--- src/rtl/contour_tracer.sv ---
// Finds the first edge pixel by raster scan, then follows its 8-connected boundary
// (Moore-neighbour tracing) and writes a bin label for every traced pixel.
module contour_tracer #(
  parameter int WIDTH   = 640,
  parameter int HEIGHT  = 480,
  parameter int ADDR_W  = 19,
  parameter int EDGE_W  = 3,
  parameter int BIN_W   = 3,
  parameter int RD_LAT  = 2,
  parameter int LEN_W   = 12,
  parameter int MAX_LEN = 4095
) (
  input  logic              clk,
  input  logic              rst,
  input  logic              start,
  input  logic [11:0]       pixels_per_bin,
  output logic [ADDR_W-1:0] rd_addr,
  input  logic [EDGE_W-1:0] rd_data,
  output logic              wr_en,
  output logic [ADDR_W-1:0] wr_addr,
  output logic [BIN_W-1:0]  wr_data,
  output logic              busy,
  output logic              done,
  output logic [1:0]        status,
  output logic [LEN_W-1:0]  contour_len
);

  localparam int XW  = (WIDTH > 1) ? $clog2(WIDTH) : 1;
  localparam int YW  = (HEIGHT > 1) ? $clog2(HEIGHT) : 1;
  localparam int WCW = $clog2(RD_LAT + 1);

  localparam logic [XW-1:0]     X_MAX   = XW'(WIDTH - 1);
  localparam logic [YW-1:0]     Y_MAX   = YW'(HEIGHT - 1);
  localparam logic [ADDR_W-1:0] LAST    = ADDR_W'(WIDTH * HEIGHT - 1);
  localparam logic [ADDR_W-1:0] ROW     = ADDR_W'(WIDTH);
  localparam logic [WCW-1:0]    W_END   = WCW'(RD_LAT);
  localparam logic [LEN_W-1:0]  LEN_END = LEN_W'(MAX_LEN);
  localparam logic [BIN_W-1:0]  LBL_MAX = {BIN_W{1'b1}};

  localparam logic [1:0] ST_CLOSED = 2'b00;
  localparam logic [1:0] ST_OPEN   = 2'b01;
  localparam logic [1:0] ST_LIMIT  = 2'b10;
  localparam logic [1:0] ST_EMPTY  = 2'b11;

  typedef enum logic [2:0] {S_IDLE, S_SCAN, S_WRITE, S_PROBE, S_FINISH} state_t;

  state_t            state_q, state_d;
  logic [ADDR_W-1:0] cur_addr_q, cur_addr_d;
  logic [XW-1:0]     cur_x_q, cur_x_d;
  logic [YW-1:0]     cur_y_q, cur_y_d;
  logic [ADDR_W-1:0] start_addr_q, start_addr_d;
  logic [ADDR_W-1:0] rd_addr_q, rd_addr_d;
  logic [XW-1:0]     nx_q, nx_d;
  logic [YW-1:0]     ny_q, ny_d;
  logic [2:0]        dir_q, dir_d;
  logic [2:0]        d_start_q, d_start_d;
  logic [2:0]        pcnt_q, pcnt_d;
  logic              pend_q, pend_d;
  logic [WCW-1:0]    wcnt_q, wcnt_d;
  logic [11:0]       ppb_q, ppb_d;
  logic [11:0]       seg_q, seg_d;
  logic [BIN_W-1:0]  label_q, label_d;
  logic [LEN_W-1:0]  len_q, len_d;
  logic [1:0]        status_q, status_d;

  // Neighbour of the current pixel in the direction about to be probed.
  logic [2:0]        enter_dir;
  logic              step_r, step_l, step_d, step_u, nb_oob;
  logic [ADDR_W-1:0] nb_addr;
  logic [XW-1:0]     nb_x;
  logic [YW-1:0]     nb_y;

  always_comb begin
    enter_dir = (state_q == S_WRITE) ? d_start_q : dir_q + 3'd1;
    step_r = 1'b0;
    step_l = 1'b0;
    step_d = 1'b0;
    step_u = 1'b0;
    case (enter_dir)
      3'd0: step_r = 1'b1;
      3'd1: begin step_r = 1'b1; step_d = 1'b1; end
      3'd2: step_d = 1'b1;
      3'd3: begin step_l = 1'b1; step_d = 1'b1; end
      3'd4: step_l = 1'b1;
      3'd5: begin step_l = 1'b1; step_u = 1'b1; end
      3'd6: step_u = 1'b1;
      default: begin step_r = 1'b1; step_u = 1'b1; end
    endcase
    nb_oob = (step_r && cur_x_q == X_MAX) || (step_l && cur_x_q == '0) ||
             (step_d && cur_y_q == Y_MAX) || (step_u && cur_y_q == '0);
    nb_addr = cur_addr_q;
    nb_x    = cur_x_q;
    nb_y    = cur_y_q;
    if (step_r) begin nb_addr = nb_addr + ADDR_W'(1); nb_x = nb_x + XW'(1); end
    if (step_l) begin nb_addr = nb_addr - ADDR_W'(1); nb_x = nb_x - XW'(1); end
    if (step_d) begin nb_addr = nb_addr + ROW;        nb_y = nb_y + YW'(1); end
    if (step_u) begin nb_addr = nb_addr - ROW;        nb_y = nb_y - YW'(1); end
  end

  always_comb begin
    state_d      = state_q;
    cur_addr_d   = cur_addr_q;
    cur_x_d      = cur_x_q;
    cur_y_d      = cur_y_q;
    start_addr_d = start_addr_q;
    rd_addr_d    = rd_addr_q;
    nx_d         = nx_q;
    ny_d         = ny_q;
    dir_d        = dir_q;
    d_start_d    = d_start_q;
    pcnt_d       = pcnt_q;
    pend_d       = pend_q;
    wcnt_d       = wcnt_q;
    ppb_d        = ppb_q;
    seg_d        = seg_q;
    label_d      = label_q;
    len_d        = len_q;
    status_d     = status_q;

    case (state_q)
      S_IDLE: begin
        if (start) begin
          ppb_d      = (pixels_per_bin == 12'd0) ? 12'd1 : pixels_per_bin;
          cur_addr_d = '0;
          cur_x_d    = '0;
          cur_y_d    = '0;
          rd_addr_d  = '0;
          wcnt_d     = '0;
          label_d    = BIN_W'(1);
          seg_d      = '0;
          len_d      = '0;
          state_d    = S_SCAN;
        end
      end

      S_SCAN: begin
        if (wcnt_q != W_END) begin
          wcnt_d = wcnt_q + WCW'(1);
        end else if (rd_data != '0) begin
          start_addr_d = cur_addr_q;
          d_start_d    = 3'd0;
          state_d      = S_WRITE;
        end else if (cur_addr_q == LAST) begin
          status_d = ST_EMPTY;
          len_d    = '0;
          state_d  = S_FINISH;
        end else begin
          cur_addr_d = cur_addr_q + ADDR_W'(1);
          rd_addr_d  = cur_addr_q + ADDR_W'(1);
          wcnt_d     = '0;
          if (cur_x_q == X_MAX) begin
            cur_x_d = '0;
            cur_y_d = cur_y_q + YW'(1);
          end else begin
            cur_x_d = cur_x_q + XW'(1);
          end
        end
      end

      S_WRITE: begin
        len_d = len_q + LEN_W'(1);
        if (seg_q + 12'd1 == ppb_q) begin
          seg_d = '0;
          if (label_q != LBL_MAX) label_d = label_q + BIN_W'(1);
        end else begin
          seg_d = seg_q + 12'd1;
        end
        if (len_d == LEN_END) begin
          status_d = ST_LIMIT;
          state_d  = S_FINISH;
        end else begin
          // Issue the first probe now so each in-bounds probe costs RD_LAT+1 cycles.
          state_d = S_PROBE;
          pcnt_d  = '0;
          dir_d   = enter_dir;
          pend_d  = !nb_oob;
          wcnt_d  = '0;
          if (!nb_oob) begin
            rd_addr_d = nb_addr;
            nx_d      = nb_x;
            ny_d      = nb_y;
          end
        end
      end

      S_PROBE: begin
        if (pend_q && wcnt_q != W_END) begin
          wcnt_d = wcnt_q + WCW'(1);
        end else if (pend_q && rd_data != '0) begin
          if (rd_addr_q == start_addr_q) begin
            status_d = ST_CLOSED;
            state_d  = S_FINISH;
          end else begin
            cur_addr_d = rd_addr_q;
            cur_x_d    = nx_q;
            cur_y_d    = ny_q;
            // Restart the sweep just behind the backtrack pixel.
            d_start_d  = dir_q[0] ? dir_q + 3'd6 : dir_q + 3'd7;
            state_d    = S_WRITE;
          end
        end else if (pcnt_q == 3'd7) begin
          status_d = ST_OPEN;
          state_d  = S_FINISH;
        end else begin
          pcnt_d = pcnt_q + 3'd1;
          dir_d  = enter_dir;
          pend_d = !nb_oob;
          wcnt_d = '0;
          if (!nb_oob) begin
            rd_addr_d = nb_addr;
            nx_d      = nb_x;
            ny_d      = nb_y;
          end
        end
      end

      S_FINISH: state_d = S_IDLE;

      default: state_d = S_IDLE;
    endcase
  end

  always_ff @(posedge clk or posedge rst) begin
    if (rst) begin
      state_q      <= S_IDLE;
      cur_addr_q   <= '0;
      cur_x_q      <= '0;
      cur_y_q      <= '0;
      start_addr_q <= '0;
      rd_addr_q    <= '0;
      nx_q         <= '0;
      ny_q         <= '0;
      dir_q        <= '0;
      d_start_q    <= '0;
      pcnt_q       <= '0;
      pend_q       <= 1'b0;
      wcnt_q       <= '0;
      ppb_q        <= 12'd1;
      seg_q        <= '0;
      label_q      <= '0;
      len_q        <= '0;
      status_q     <= '0;
    end else begin
      state_q      <= state_d;
      cur_addr_q   <= cur_addr_d;
      cur_x_q      <= cur_x_d;
      cur_y_q      <= cur_y_d;
      start_addr_q <= start_addr_d;
      rd_addr_q    <= rd_addr_d;
      nx_q         <= nx_d;
      ny_q         <= ny_d;
      dir_q        <= dir_d;
      d_start_q    <= d_start_d;
      pcnt_q       <= pcnt_d;
      pend_q       <= pend_d;
      wcnt_q       <= wcnt_d;
      ppb_q        <= ppb_d;
      seg_q        <= seg_d;
      label_q      <= label_d;
      len_q        <= len_d;
      status_q     <= status_d;
    end
  end

  assign rd_addr     = rd_addr_q;
  assign wr_en       = (state_q == S_WRITE);
  assign wr_addr     = cur_addr_q;
  assign wr_data     = label_q;
  assign busy        = (state_q == S_SCAN) || (state_q == S_WRITE) || (state_q == S_PROBE);
  assign done        = (state_q == S_FINISH);
  assign status      = status_q;
  assign contour_len = len_q;

endmodule

--- config.mk ---
export PLATFORM = sky130hd
export DESIGN_NAME = contour_tracer
export DESIGN_NICKNAME = d
export VERILOG_FILES = /design/src/rtl/contour_tracer.sv
export SDC_FILE = /design/constraint.sdc
export NUM_CORES = 1
export LEC_CHECK = 0
export ABC_AREA = 1
export CAP_MARGIN = 15
export CORE_UTILIZATION = 54
export DETAILED_ROUTE_END_ITERATION = 16
export PLACE_DENSITY = 0.8
export REMOVE_ABC_BUFFERS = 1
export SLEW_MARGIN = 10
export SYNTH_ARGS = -nofsm -noshare
export SYNTH_HDL_FRONTEND = slang
export SYNTH_SLANG_ARGS = --single-unit
--- constraint.sdc ---
create_clock -name clk -period 4.3 [get_ports clk]
set_input_delay 0.645 -clock clk [delete_from_list [all_inputs] [get_ports clk]]
set_output_delay 0.645 -clock clk [all_outputs]
set_load 0.1 [all_outputs]
==> results.toml <==
[clock_tree]
cts.htree.levels = 4
cts_made_buffers = 17
cts.clk_slew.worst_paths_ps = 70
clk_latency_ps = 440
clock-root-buffer = "clkbuf_16"
cts_max_path_buffers = 2
cts_hold_buf = 0
cts_tree = "built"
clkSinkCount = 151

[placed_design]
portBuffers = 75
place_area_um2 = 11800
gp_congestion = 0.970
preCtsSetupSlack_ps = 54.5
dp_hpwl_um = 20500

[route]
routed_wire_length_per_instance_um = 15.2
drt_pass1_iterations = 6
vias = 10400
wl_met1_um = 12900
drc = 0
viasPerCell = 5.50
first_iter_violations = 826
met2_length_um = 13100
routed.top_layer = "met4"
drt_wl_total_um = 28600
wl_met3_um = 2100
ant_nets = 0

[floorplanning]
core_area_um2 = 19500
die_h_um = 143
die_w_um = 143
rows = 51
start_util_pct = 55.1
io_pins = 76
die_area_um2 = 20400

[synth]
synth_top_area_share_pct = 35.0
yosysTopAreaCell = "dfrtp_1"
synth_simple_gate_area_share_pct = 33.1
syn_inst = 1527
synth-adder-area-share_pct = 2.68
avgSynthCellArea_um2 = 7.02
yosysSeqAreaShare_pct = 35.3
async_reset_ff_share_pct = 100
synth_top_family_by_area = "simple AND/OR/NAND/NOR gates"
yosysUniqueCellTypes = 55
synth_xor_xnor_area_share_pct = 6.46
synth_compound_area_share_pct = 12.9
synthTopCellsByArea = "dfrtp_1 (35%), nand2_1 (15%), o21ai_0 (8.2%)"
synthMuxAreaShare_pct = 0.198
synth-edff-count = 0
synth_area_um2 = 10700
ys_warn_count = 0
ys.flop_type = "dfrtp_1"
yosys_register_bits = 151

[global_routing]
grt_use_total_pct = 29.1
grt_pass1_wl_um = 46700
grt_pass1_vias = 9521
grt_overflow = 0
grt_max_degree = 61
grt_antenna_before_repair = 0

[timing]
hold_viol = 0
finalWorstSetupSlack_ps = 322
drv_slew = 0
fmax_mhz = 251
worst_clock_skew_ps = 11.6
maxSlewHeadroom_pct = 32.7
worst_pin_slew_ps = 1010
period_minus_slack_ps = 3980
setup_viol = 0
period_share_pct = 92.5

[finish]
fin_area_um2 = 12500
area_delta_synth_final_pct = 16.3
layout.nets = 1648
fill_cells = 1730
antennaDiodeCount = 0
layout-drive-gt1-share_pct = 11.0

[run_status]
status = "finished clean"

[worst_setup_path]
critPathKind = "flip-flop to flip-flop"
r2r_start = "dir_q[0]$_DFFE_PP0P_"
r2r_slack_ps = 320
cp.required_ps = 4620
crit_path_start = "dir_q[0]$_DFFE_PP0P_"
critical_path.max_fanout = 25
cp_slowest_cell = "dfrtp_2"
arrival_ps = 4290
cpMostUsedCell = "nand2_1"
cp-end-kind = "flip-flop"
start_kind = "flip-flop"
slowest_delay_ps = 450

[min_path]
hold_path.class = "flip-flop to flip-flop"
min_from = "nx_q[2]$_DFFE_PP0P_"

[run]
maxCapViolations = 0
[timing repair]
| action | CTS | global route |
|---|---|---|
| setup buffers | 0 | 3 |
| endpoints found under the setup margin | 0 | 10 |
| gates resized for setup | 0 | 23 |
[area by class of cell]
class	instances	area (um2)	share of cell area [%]
inverter	196	751	6.02
sequential	151	3780	30.4
clock buffer	18	429	3.44
multi-input combinational	1133	6000	48.1
timing repair buffer	108	1030	8.27
tap	265	332	2.66
clock inverter	14	140	1.12
[placed cells by master (no fill, tap or decap), types with 4 or more instances in the layout]
master / synthesis / routed
inv_1: 185 / 182
ha_1: 23 / 20
nand3_2: 9 / 10
inv_2: 7 / 8
clkdlybuf4s50_1: 0 / 75
nand3_1: 91 / 90
nor4_1: 15 / 15
o21ai_0: 176 / 175
o21ai_1: 5 / 5
a22oi_1: 4 / 4
nand2_4: 5 / 6
nand2_1: 429 / 427
nand3b_1: 5 / 5
xnor2_1: 21 / 21
nor2_2: 14 / 15
buf_4: 3 / 29
clkbuf_16: 0 / 17
nor2_4: 7 / 7
dfrtp_1: 150 / 146
inv_6: 0 / 6
xor2_1: 58 / 58
nor2_1: 101 / 100
a21oi_1: 13 / 13
dfrtp_2: 0 / 4
nand2_2: 37 / 37
o31ai_1: 4 / 4
o22ai_1: 19 / 19
or2_2: 12 / 12
nor3_1: 25 / 25
nand4_1: 24 / 24
o32ai_1: 8 / 8
[cell families (layout without fill, tap and decap cells)]
| kind of cell | Yosys count | count (layout) |
|---|---|---|
| AND/OR/NAND/NOR | 781 | 781 |
| AO/OA/AOI/OAI | 248 | 248 |
| buffers and inverters | 243 | 336 |
| flip-flops | 151 | 151 |
| XOR/XNOR | 79 | 79 |
| adder cells (fa/ha/maj) | 23 | 23 |
| multiplexers | 2 | 2 |
[critical path, delay by kind of cell, from the launching register on]
kind | cells | cell delay, ps
compound gates | 2 | 140
fa+ha+maj | 3 | 670
buf+inv | 6 | 480
flops | 1 | 450
simple gates | 20 | 2120
[Yosys cell counts (2+ instances only)]
cell and number:
nand3b_1 5, nand3_2 9, o21ai_1 5, inv_1 185, o31ai_1 4, dfrtp_1 150, buf_4 3, a22oi_1 4
nor2_2 14, clkbuf_1 30, a21oi_1 13, xor2_1 58, nand2_4 5, o21ai_0 176, nor2_1 101, a32oi_1 2
buf_2 4, nand3_1 91, and2_1 3, inv_2 7, o211ai_1 3, o22ai_1 19, nand4_1 24, a31oi_1 3
or2_2 12, nor3_1 25, nor2_4 7, nand2_1 429, ha_1 23, a22o_1 2, o32ai_1 8, clkinv_1 3
xnor2_1 21, buf_6 8, nor4_1 15, nand2_2 37
[final timing paths]
check                                     endpoint  cells after the start
hold reg to reg                nx_q[2]$_DFFE_PP0P_                      2
max in group asynchronous   state_q[2]$_DFFE_PP0P_                      3
setup / recovery           rd_addr[15]$_DFFE_PP0P_                     31
hold / removal                 nx_q[2]$_DFFE_PP0P_                      2
min in group asynchronous     seg_q[1]$_DFFE_PP0P_                      2
setup reg to reg           rd_addr[15]$_DFFE_PP0P_                     31
[metal layers]
| metal | up-vias | global-route usage (%) |
|---|---|---|
| li1 | 5097 | - |
| met1 | 4854 | 39.8 |
| met2 | 376 | 46.0 |
| met3 | 42 | 6.04 |
| met4 | 0 | 8.77 |
| met5 | - | 0.752 |
[state kept, by name, indices dropped and copies added (netlist names)]
name,cells
rd_addr,19
start_addr_q,19
wr_addr,19
contour_len,12
ppb_q,12
seg_q,12
cur_x_q,10
nx_q,10
cur_y_q,9
ny_q,9
d_start_q,3
dir_q,3
pcnt_q,3
state_q,3
wr_data,3
status,2
wcnt_q,2
pend_q,1
[stage by stage]
stage               instances  hold WS [ps]  utilization [%]  TNS (ps)
global placement         1850           459             60.6         0
detailed placement       1850           465             60.6         0
floorplan                1480           442                -    -62490
global route             1885           522             64.1    -0.488
CTS                      1882           490             63.5         0
finish                   1885           490             64.1         0
Power is left out: the tool's default activity adds up to more than one toggle a clock period on the data nets, which glitch-free logic cannot reach.
